**src/rtl/video_mux_pkg.sv**
```systemverilog
// Shared types and helpers for the video source multiplexer.
//   pix_fmt_e : per-channel pixel format code (2 bits, as packed in CH_FMT)
//   state_e   : switch sequencer state
//   to_rgb888 : expands one pixel of a given format to 24-bit {R,G,B}
package video_mux_pkg;

    typedef enum logic [1:0] {
        FMT_RGB565 = 2'd0,
        FMT_MONO1  = 2'd1,
        FMT_GRAY8  = 2'd2,
        FMT_RGB888 = 2'd3
    } pix_fmt_e;

    typedef enum logic [1:0] {
        RUN     = 2'd0,
        WAIT_VS = 2'd1,
        ALIGN   = 2'd2
    } state_e;

    // Low colour bits are zero-filled, not replicated, so RGB565 white is F8FCF8.
    function automatic logic [23:0] to_rgb888(input pix_fmt_e fmt, input logic [23:0] d);
        logic [23:0] res;
        case (fmt)
            FMT_RGB565: res = {d[15:11], 3'b0, d[10:5], 2'b0, d[4:0], 3'b0};
            FMT_MONO1:  res = d[0] ? 24'hFFFFFF : 24'h0;
            FMT_GRAY8:  res = {d[7:0], d[7:0], d[7:0]};
            default:    res = d;
        endcase
        return res;
    endfunction

endpackage

```
**src/rtl/video_src_mux_key_debounce.sv**
```systemverilog
// Push-button front end for the source selector (built only when
// VIDEO_SRC_MUX_KEY_EN is defined).
//   clk, rst  : pixel clock, async active-high reset
//   key_n     : raw active-low button, asynchronous to clk
//   press     : 1-cycle pulse when a press has been stable for DEBOUNCE_CYC cycles
module key_debounce #(
    parameter int DEBOUNCE_CYC = 1_000_000
) (
    input  logic clk,
    input  logic rst,
    input  logic key_n,
    output logic press
);
    localparam int CW = (DEBOUNCE_CYC > 1) ? $clog2(DEBOUNCE_CYC) : 1;
    localparam logic [CW-1:0] CNT_MAX = CW'(DEBOUNCE_CYC - 1);

    logic [1:0]    r_sync;
    logic          r_stable;
    logic [CW-1:0] r_cnt;

    // The counter runs only while the synchronised level disagrees with the
    // accepted level; any bounce back restarts it.
    always_ff @(posedge clk or posedge rst) begin
        if (rst) begin
            r_sync   <= 2'b11;
            r_stable <= 1'b1;
            r_cnt    <= '0;
            press    <= 1'b0;
        end else begin
            r_sync <= {r_sync[0], key_n};
            press  <= 1'b0;
            if (r_sync[1] != r_stable) begin
                if (r_cnt == CNT_MAX) begin
                    r_stable <= r_sync[1];
                    r_cnt    <= '0;
                    press    <= ~r_sync[1];
                end else begin
                    r_cnt <= r_cnt + CW'(1);
                end
            end else begin
                r_cnt <= '0;
            end
        end
    end

endmodule

```
**src/rtl/video_src_mux.sv**
```systemverilog
// Frame-aligned N-channel video source selector with per-channel conversion
// to RGB888. A switch request waits for the next frame start of the current
// source, commits, then blanks DE/data until the new source starts a frame.
// A watchdog forces progress if a source has no vsync.
// Optional feature: define VIDEO_SRC_MUX_KEY_EN to add a debounced key_n
// button that steps to the next channel.
//   clk, rst           : pixel clock, async active-high reset
//   key_n              : (VIDEO_SRC_MUX_KEY_EN only) active-low button
//   sel_req/sel_valid  : requested channel and its 1-cycle strobe
//   in_hs/in_vs/in_de  : per-channel syncs and data enable
//   in_data            : per-channel pixel, 24-bit lane each
//   out_hs/vs/de/data  : registered output of the active channel, RGB888
//   sel_cur            : channel currently driving the outputs
//   sel_busy           : switch pending or in progress
module video_src_mux #(
    parameter int          CH_NUM       = 4,
    parameter logic [31:0] CH_FMT       = 32'h0,
    parameter int          INIT_SEL     = 0,
    parameter int          VS_TIMEOUT   = 2**22,
`ifdef VIDEO_SRC_MUX_KEY_EN
    parameter int          DEBOUNCE_CYC = 1_000_000,
`endif
    parameter int          SEL_W        = $clog2(CH_NUM)
) (
    input  logic                 clk,
    input  logic                 rst,
`ifdef VIDEO_SRC_MUX_KEY_EN
    input  logic                 key_n,
`endif
    input  logic [SEL_W-1:0]     sel_req,
    input  logic                 sel_valid,
    input  logic [CH_NUM-1:0]    in_hs,
    input  logic [CH_NUM-1:0]    in_vs,
    input  logic [CH_NUM-1:0]    in_de,
    input  logic [CH_NUM*24-1:0] in_data,
    output logic                 out_hs,
    output logic                 out_vs,
    output logic                 out_de,
    output logic [23:0]          out_data,
    output logic [SEL_W-1:0]     sel_cur,
    output logic                 sel_busy
);
    import video_mux_pkg::*;

    // Lanes padded to a power of two so the select indexes them exactly.
    localparam int NPAD = 1 << SEL_W;
    localparam int WD_W = (VS_TIMEOUT > 1) ? $clog2(VS_TIMEOUT) : 1;
    localparam logic [WD_W-1:0] WD_MAX = WD_W'(VS_TIMEOUT - 1);

    logic [NPAD-1:0] w_hs, w_vs, w_de, w_fs;
    logic [23:0]     w_pix [NPAD];
    pix_fmt_e        w_fmt [NPAD];

    for (genvar g = 0; g < NPAD; g++) begin : g_lane
        if (g < CH_NUM) begin : g_real
            assign w_hs[g]  = in_hs[g];
            assign w_vs[g]  = in_vs[g];
            assign w_de[g]  = in_de[g];
            assign w_pix[g] = in_data[24*g +: 24];
            assign w_fmt[g] = pix_fmt_e'(CH_FMT[2*g +: 2]);
        end else begin : g_pad
            assign w_hs[g]  = 1'b0;
            assign w_vs[g]  = 1'b0;
            assign w_de[g]  = 1'b0;
            assign w_pix[g] = '0;
            assign w_fmt[g] = FMT_RGB888;
        end
    end

    state_e          r_state;
    logic [SEL_W-1:0] r_sel_cur, r_pend_sel;
    logic            r_pend;
    logic [WD_W-1:0] r_wdog;
    logic [NPAD-1:0] r_vs_d;
    logic            r_hs_p1, r_vs_p1, r_vld_p1;
    logic [23:0]     r_data_p1;

    logic             w_fs_cur, w_wd_to, w_commit, w_eff_pend, w_accept, w_req_v;
    logic [SEL_W-1:0] w_eff_cur, w_req_sel;

    assign w_fs     = w_vs & ~r_vs_d;
    assign w_fs_cur = w_fs[r_sel_cur];
    assign w_wd_to  = (r_wdog == WD_MAX);

`ifdef VIDEO_SRC_MUX_KEY_EN
    logic             w_key_press;
    logic [SEL_W-1:0] w_key_base, w_key_sel;

    key_debounce #(.DEBOUNCE_CYC(DEBOUNCE_CYC)) u_key (
        .clk   (clk),
        .rst   (rst),
        .key_n (key_n),
        .press (w_key_press)
    );

    // Step from the channel we are heading to, so repeated presses accumulate.
    assign w_key_base = r_pend ? r_pend_sel : r_sel_cur;
    assign w_key_sel  = (int'(w_key_base) == CH_NUM - 1) ? '0 : w_key_base + SEL_W'(1);
`endif

    // A request landing on the commit cycle is judged against the state
    // after the commit: the new sel_cur with nothing pending.
    always_comb begin
        w_req_v   = sel_valid;
        w_req_sel = sel_req;
`ifdef VIDEO_SRC_MUX_KEY_EN
        if (!sel_valid && w_key_press) begin
            w_req_v   = 1'b1;
            w_req_sel = w_key_sel;
        end
`endif
        w_commit   = (r_state == WAIT_VS) && (w_fs_cur || w_wd_to);
        w_eff_cur  = w_commit ? r_pend_sel : r_sel_cur;
        w_eff_pend = r_pend && !w_commit;
        w_accept   = w_req_v && (int'(w_req_sel) < CH_NUM)
                     && !((w_req_sel == w_eff_cur) && !w_eff_pend);
    end

    always_ff @(posedge clk or posedge rst) begin
        if (rst) begin
            r_state    <= RUN;
            r_sel_cur  <= SEL_W'(INIT_SEL);
            r_pend_sel <= '0;
            r_pend     <= 1'b0;
            r_wdog     <= '0;
            r_vs_d     <= '0;
            r_hs_p1    <= 1'b0;
            r_vs_p1    <= 1'b0;
            r_vld_p1   <= 1'b0;
            r_data_p1  <= '0;
        end else begin
            r_vs_d <= w_vs;

            if (w_accept) begin
                r_pend     <= 1'b1;
                r_pend_sel <= w_req_sel;
            end else if (w_commit) begin
                r_pend <= 1'b0;
            end

            case (r_state)
                RUN: begin
                    r_wdog <= '0;
                    if (r_pend) r_state <= WAIT_VS;
                end
                WAIT_VS: begin
                    if (w_commit) begin
                        r_sel_cur <= r_pend_sel;
                        r_state   <= ALIGN;
                        r_wdog    <= '0;
                    end else begin
                        r_wdog <= r_wdog + WD_W'(1);
                    end
                end
                ALIGN: begin
                    if (w_fs_cur || w_wd_to) begin
                        r_state <= RUN;
                        r_wdog  <= '0;
                    end else begin
                        r_wdog <= r_wdog + WD_W'(1);
                    end
                end
                default: begin
                    r_state <= RUN;
                    r_wdog  <= '0;
                end
            endcase

            // ---- output stage p1: one clock after the selected inputs ----
            r_hs_p1 <= w_hs[r_sel_cur];
            r_vs_p1 <= w_vs[r_sel_cur];
            // Blank while aligning, but let the frame-start pixel through.
            if ((r_state == ALIGN) && !w_fs_cur) begin
                r_vld_p1  <= 1'b0;
                r_data_p1 <= '0;
            end else begin
                r_vld_p1  <= w_de[r_sel_cur];
                r_data_p1 <= to_rgb888(w_fmt[r_sel_cur], w_pix[r_sel_cur]);
            end
        end
    end

    assign out_hs   = r_hs_p1;
    assign out_vs   = r_vs_p1;
    assign out_de   = r_vld_p1;
    assign out_data = r_data_p1;
    assign sel_cur  = r_sel_cur;
    assign sel_busy = (r_state != RUN) | r_pend;

endmodule

```
**config.mk**
```make
export PLATFORM = sky130hd
export DESIGN_NAME = video_src_mux
export DESIGN_NICKNAME = d
export VERILOG_FILES = /design/src/rtl/video_mux_pkg.sv /design/src/rtl/video_src_mux_key_debounce.sv /design/src/rtl/video_src_mux.sv
export SDC_FILE = /design/constraint.sdc
export NUM_CORES = 1
export LEC_CHECK = 0
export BUFFER_PORTS_ARGS = -buffer_cell sky130_fd_sc_hd__buf_2
export CORE_MARGIN = 5
export CORE_UTILIZATION = 30
export CTS_CLUSTER_DIAMETER = 60
export DETAILED_ROUTE_END_ITERATION = 7
export PLACE_DENSITY = 0.55
export SLEW_MARGIN = 30
export SYNTH_ARGS = -nofsm -noshare
export SYNTH_HDL_FRONTEND = slang
export SYNTH_SLANG_ARGS = --single-unit
```
**constraint.sdc**
```tcl
create_clock -name clk -period 4.45 [get_ports clk]
set_input_delay 0.6675 -clock clk [delete_from_list [all_inputs] [get_ports clk]]
set_output_delay 0.6675 -clock clk [all_outputs]
set_load 0.005 [all_outputs]
```
# Yosys cells after proc, flatten, opt, wreduce, memory -nomap -nowiden
# Cells that the tools add are included.
[word_totals]
reg_bits = 60
latchBits = 0
mem_bits_rw = 0
rom_bits = 0
input_bits = 113
word_cells = 69
mem_count = 0
[op_classes]
add_sub_neg = 1
n_mul = 0
div = 0
n_lt_le_gt_ge = 2
eq_ne = 9
shifts = 0
n_mux = 28
n_bitwise = 4
n_reduce_logical = 15
[op_table]
columns = ["op", "count"]
rows = [
  ["24-bit 2-to-1 mux", 4],
  ["24-bit one-hot mux with 3 select lines", 1],
  ["24-bit binary-select mux with 2-bit select", 1],
  ["22-bit 2-to-1 mux", 2],
  ["22-bit one-hot mux with 2 select lines", 1],
  ["22-bit by 1-bit adder with 22-bit output (second input constant)", 1],
  ["22-bit equality test (second input constant)", 1],
  ["2-bit 2-to-1 mux", 6],
  ["1-bit binary-select mux with 2-bit select", 4],
  ["1-bit 2-to-1 mux", 7],
  ["2-bit != test (second input constant)", 3],
  ["2-bit one-hot mux with 3 select lines", 1],
  ["1-bit logical AND", 5],
  ["4-bit AND", 1],
  ["2-bit binary-select mux with 2-bit select", 1],
  ["2-bit by 1-bit equality test with 1-bit output (second input constant)", 2],
  ["2-bit equality test (second input constant)", 2],
  ["1-bit zero test", 4],
  ["2-bit zero test", 2],
  ["4-bit inverter", 1],
  ["2-bit nonzero test", 2],
  ["3-bit greater-or-equal comparator (second input constant)", 1],
  ["2-bit by 3-bit < comparator with 1-bit output (second input constant)", 1],
  ["2-bit inverter with 3-bit output", 1],
  ["other kinds (4)", 4],
]

# Logic depth before layout (Yosys ltp)
[depth]
word_depth = 13
depth_mapped = 7

# Worst setup path before layout
# Ideal clock, no wire load.
[synth_path]
path_kind = "input to register"
from = "input port in_vs[3]"
to = "register r_sel_cur[1] (netlist: sel_cur[1])"
arrival_ns = 2.090
required_ns = 4.322
slack_ns = 2.233
path_stages = 5
n_path_buf = 0
path_cell_list = "and4b_1 > or4_4 > a31oi_4 > nand2b_1 > mux2_1"
[synth_via]
elab_chain_cells = 6
[synth_lines]
columns = ["item", "line_no", "rtl"]
rows = [
  ["start, declared", "video_src_mux.sv:33", "input logic [CH_NUM-1:0] in_vs,"],
  ["4-bit AND", "video_src_mux.sv:81", "assign w_fs = w_vs & ~r_vs_d;"],
  ["1-bit binary-select mux with 2-bit select", "video_src_mux.sv:82", "assign w_fs_cur = w_fs[r_sel_cur];"],
  ["1-bit 2-to-1 mux (not written as such)", "video_src_mux.sv:82", ""],
  ["1-bit logical OR", "video_src_mux.sv:112", "w_commit = (r_state == WAIT_VS) && (w_fs_cur || w_wd_to);"],
  ["1-bit logical AND", "video_src_mux.sv:112", ""],
  ["2-bit 2-to-1 mux", "--", ""],
  ["end signal, assigned", "video_src_mux.sv:122", "r_sel_cur <= SEL_W'(INIT_SEL);"],
  ["end signal, assigned", "video_src_mux.sv:148", "r_sel_cur <= r_pend_sel;"],
  ["end, declared", "video_src_mux.sv:71", "logic [SEL_W-1:0] r_sel_cur, r_pend_sel;"],
]
# Every way passes these cells. The select of a mux whose other input is x is not followed.
# A chain may end at the register's enable or synchronous reset.

# Worst setup path after layout
[layout_path]
from = "register r_sel_cur[0] (netlist: sel_cur[0])"
to = "register r_wdog[20]"
[layout_via]
elab_chain_cells = 6
[layout_lines]
columns = ["item", "line_no", "rtl"]
rows = [
  ["1-bit binary-select mux with 2-bit select (*)", "video_src_mux.sv:82", ""],
  ["1-bit 2-to-1 mux (not written as such) (*)", "video_src_mux.sv:82", ""],
  ["1-bit logical OR (*)", "video_src_mux.sv:112, video_src_mux.sv:156", ""],
  ["1-bit logical AND", "video_src_mux.sv:112", ""],
  ["22-bit 2-to-1 mux", "video_src_mux.sv:147", "if (w_commit) begin"],
  ["22-bit one-hot mux with 2 select lines (*)", "video_src_mux.sv:141", "case (r_state)"],
  ["end signal, assigned", "video_src_mux.sv:152", "r_wdog <= r_wdog + WD_W'(1);"],
  ["end signal, assigned", "video_src_mux.sv:160", "r_wdog <= r_wdog + WD_W'(1);"],
  ["end, declared", "video_src_mux.sv:73", "logic [WD_W-1:0] r_wdog;"],
]
# Every way passes the cells marked *; elsewhere a longest branch is shown, timed or not. The select of a mux whose other input is x is not followed.

==> reports/qor.csv <==
stage,metric,value,unit
status,status,"finished, final reports clean",
route,Pre-Repair DR Iteration Count,4,
synth,Seq cells post-synth,52,
synth,Mean Syn Cell Area,12.1,µm²
synth,Netlist cell types,35,
clock_tree,Num CTS Buffers,5,
synth,mapped cell area,2730,µm²
placed_design,Port-buffer cells,102,
worst_hold_path,min-delay worst type,input port to flip-flop,
finish,fill cell count,850,
timing,Fmax achieved,416,MHz
clock_tree,clk_lat worst skew,0.31,ns
clock_tree,TritonCTS clock tree,yes,
floorplanning,Initial Utilization,31.0,%
grt,GRT overflow,0,
finish,"most common cell after layout, fill and taps aside",buf_2,
clock_tree,CTS root buf,clkbuf_8,
grt,first-pass GRT wire length,9670,µm
route,Vias/cell,4.57,
timing,Max Slew Vio Count,0,
route,DRT iter0 DRCs,105,
finish,Finished Core Util,38.8,%
floorplanning,I/O pin count,143,
worst_hold_path,critical hold path startpoint,in_vs[2],
setup_path,crit path kind,flip-flop to flip-flop,
setup_path,"reg-to-reg slack, setup",2.05,ns
pwr,Lkg Pwr,0.00156,µW
finish,number of diodes,0,
clock_tree,hold buffer count at CTS,0,
synth,Synth Instances,226,
clock_tree,"CTS clk-pin slew, worst paths",0.11,ns
worst_hold_path,number of cells on the worst hold path,1,
timing,Setup Skew,0.00578,ns
timing,"Hold Vio Cnt, Final",0,
route,drt wl/cell,13.3,µm
placed_design,global placement routability congestion,0.720,
setup_path,reg-to-reg critical path startpoint,sel_cur[0],
synth,largest area contributor in the netlist,dfrtp_1,
pwr,Pwr Density,471,nW/µm²
clock_tree,clock sinks,52,
pwr,maximum vdd drop,203,µV
setup_path,crit-path max FO,22,
setup_path,crit path launch type,flip-flop,
clock_tree,setup bufs post-CTS,0,
synth,"Seq/Total Area, Yosys",47.7,%
grt,initial antenna violation count,0,
finish,Layout Nets,446,
pwr,total power draw,1610,µW
placed_design,HPWL reported at the end of detailed placement,4460,µm
route,Detailed Route WL,5800,µm
setup_path,Critical Path Source,sel_cur[0],
finish,layout cells sized above 1,42.6,%
route,ANT nets after route,0,
synth,Synth Warn #,0,
finish,most frequent cells in the layout,"buf_2 (102), dfrtp_1 (52), nor2_1 (30)",
clock_tree,number of gates resized after CTS,0,
route,routed via count,1997,
setup_path,critical path arrival,2.64,ns
setup_path,Worst Path Required,4.69,ns
placed_design,Post-DP Area,3320,µm²
floorplanning,die area,11100,µm²
worst_hold_path,WHS Endpoint,r_vs_d[2],
job,Max Cap Viol,0,
synth,Synth area leaders,"dfrtp_1 (48%), mux4_2 (16%), xor2_1 (4.8%)",
route,DRC violation count after routing,0,
timing,Sum Neg Setup Slack,0,ns
grt,vias in the first global route,2060,
floorplanning,Die H,105,µm
floorplanning,Die Wd,105,µm
timing,Setup Viol. Count Final,0,
timing,Worst slew margin,39.7,%
setup_path,reg2reg end,r_wdog[20],
floorplanning,Core ar.,8810,µm²
timing,RSZ-0062 raised after global routing,no,
clock_tree,CTS H-Tree Depth,2,
grt,GR Util All Layers,10.8,%
finish,"non-filler cells, final",437,
finish,"Non-Filler Cell Area, Final",3420,µm²
finish,Area Growth Syn to Fin,25.3,%
timing,crit path time final,2.40,ns
synth,top cell type's share of synthesized area,47.7,%
finish,FF/Latch Area,1300,µm²
placed_design,dpl cells,429,
floorplanning,num rows,34,
setup_path,critical path endpoint category,flip-flop,
clock_tree,CTS max path bufs,2,
finish,area of the multi-input gates,1320,µm²
setup_path,R2R cell count,5,
timing,Final period util,54.0,%
timing,Worst Max-Slew Pin Slew,0.896,ns
grt,largest net degree at the start of global routing,53,
## synth_stat cells (all sizes together)
cell	instances
a21oi	3
ha	5
or4	1
conb	1
mux4	19
xnor2	9
dfrtp	52
nor4	3
nand2b	1
nand4	5
o21ai	2
nand2	10
nor3	1
mux2i	1
nor2	31
buf	13
inv	9
and3	1
a31oi	1
or3	1
nor4bb	2
nor2b	18
nor4b	1
o21a	1
or2	2
a211oi	1
clkbuf	4
mux2	5
and4b	1
xor2	15
nand3	7
## logic make-up (layout without fill, tap and decap cells)
family / after synthesis / count (layout) / share of synthesized area [%]
flip-flops: 52 / 52 / 47.7
other: 1 / 8 / 0.137
XOR/XNOR: 24 / 24 / 7.71
AND/OR/NAND/NOR: 85 / 85 / 16.9
AO/OA/AOI/OAI: 8 / 8 / 2.25
multiplexers: 25 / 25 / 18.1
buffers and inverters: 26 / 122 / 4.91
adder cells (fa/ha/maj): 5 / 5 / 2.29
## layout make-up
| class | instances | share of cell area, % |
|---|---|---|
| Clock buffer | 5 | 2.01 |
| Clock inverter | 3 | 0.805 |
| Inverter | 9 | 0.988 |
| Multi-Input combinational cell | 155 | 38.6 |
| Sequential cell | 52 | 38.1 |
| Tap cell | 108 | 3.95 |
| Timing Repair Buffer | 105 | 15.6 |
## through the flow
step | hold slack (ns) | setup WS (ns)
2_1_floorplan | 0.455 | 2.23
5_1_grt | 0.470 | 1.84
3_3_place_gp | 0.482 | 1.94
6_report | 0.481 | 2.05
4_1_cts | 0.470 | 2.00
3_5_place_dp | 0.482 | 1.91
## where the power goes
group	internal (µW)	switching, µW
logic	369	305
registers	589	57.3
clock network	116	173
total	1070	535
## sequential cells by signal, indices dropped and copies added, names as in the netlist
register,count
r_wdog,22
out_data,16
r_vs_d,4
r_pend_sel,2
r_state,2
sel_cur,2
out_de,1
out_hs,1
out_vs,1
r_pend,1
## critical path: stages, from the launching register on
cell and delay, ns:
dfrtp_1 0.58, and4b_1 0.29, or4_4 0.57, a31oi_4 0.24, nand3_2 0.43, nor2_1 0.23
## per-layer routing
metal	global-route usage, %	vias to the layer above	wire [µm]
met5	0	-	0
li1	-	963	-
met1	13.0	951	2370
met4	2.81	0	26
met2	17.6	81	2790
met3	4.71	2	605
## how the worst max path moves through the flow
stage	slack (ns)	cells past startpoint	end
5_1_grt	1.84	5	r_wdog[7]
4_1_cts	2.00	5	r_wdog[7]
3_3_place_gp	1.94	6	r_wdog[7]
3_5_place_dp	1.91	6	r_wdog[16]
6_report	2.05	5	r_wdog[20]
2_1_floorplan	2.23	5	sel_cur[1]
(Power assumes the default switching activity.)
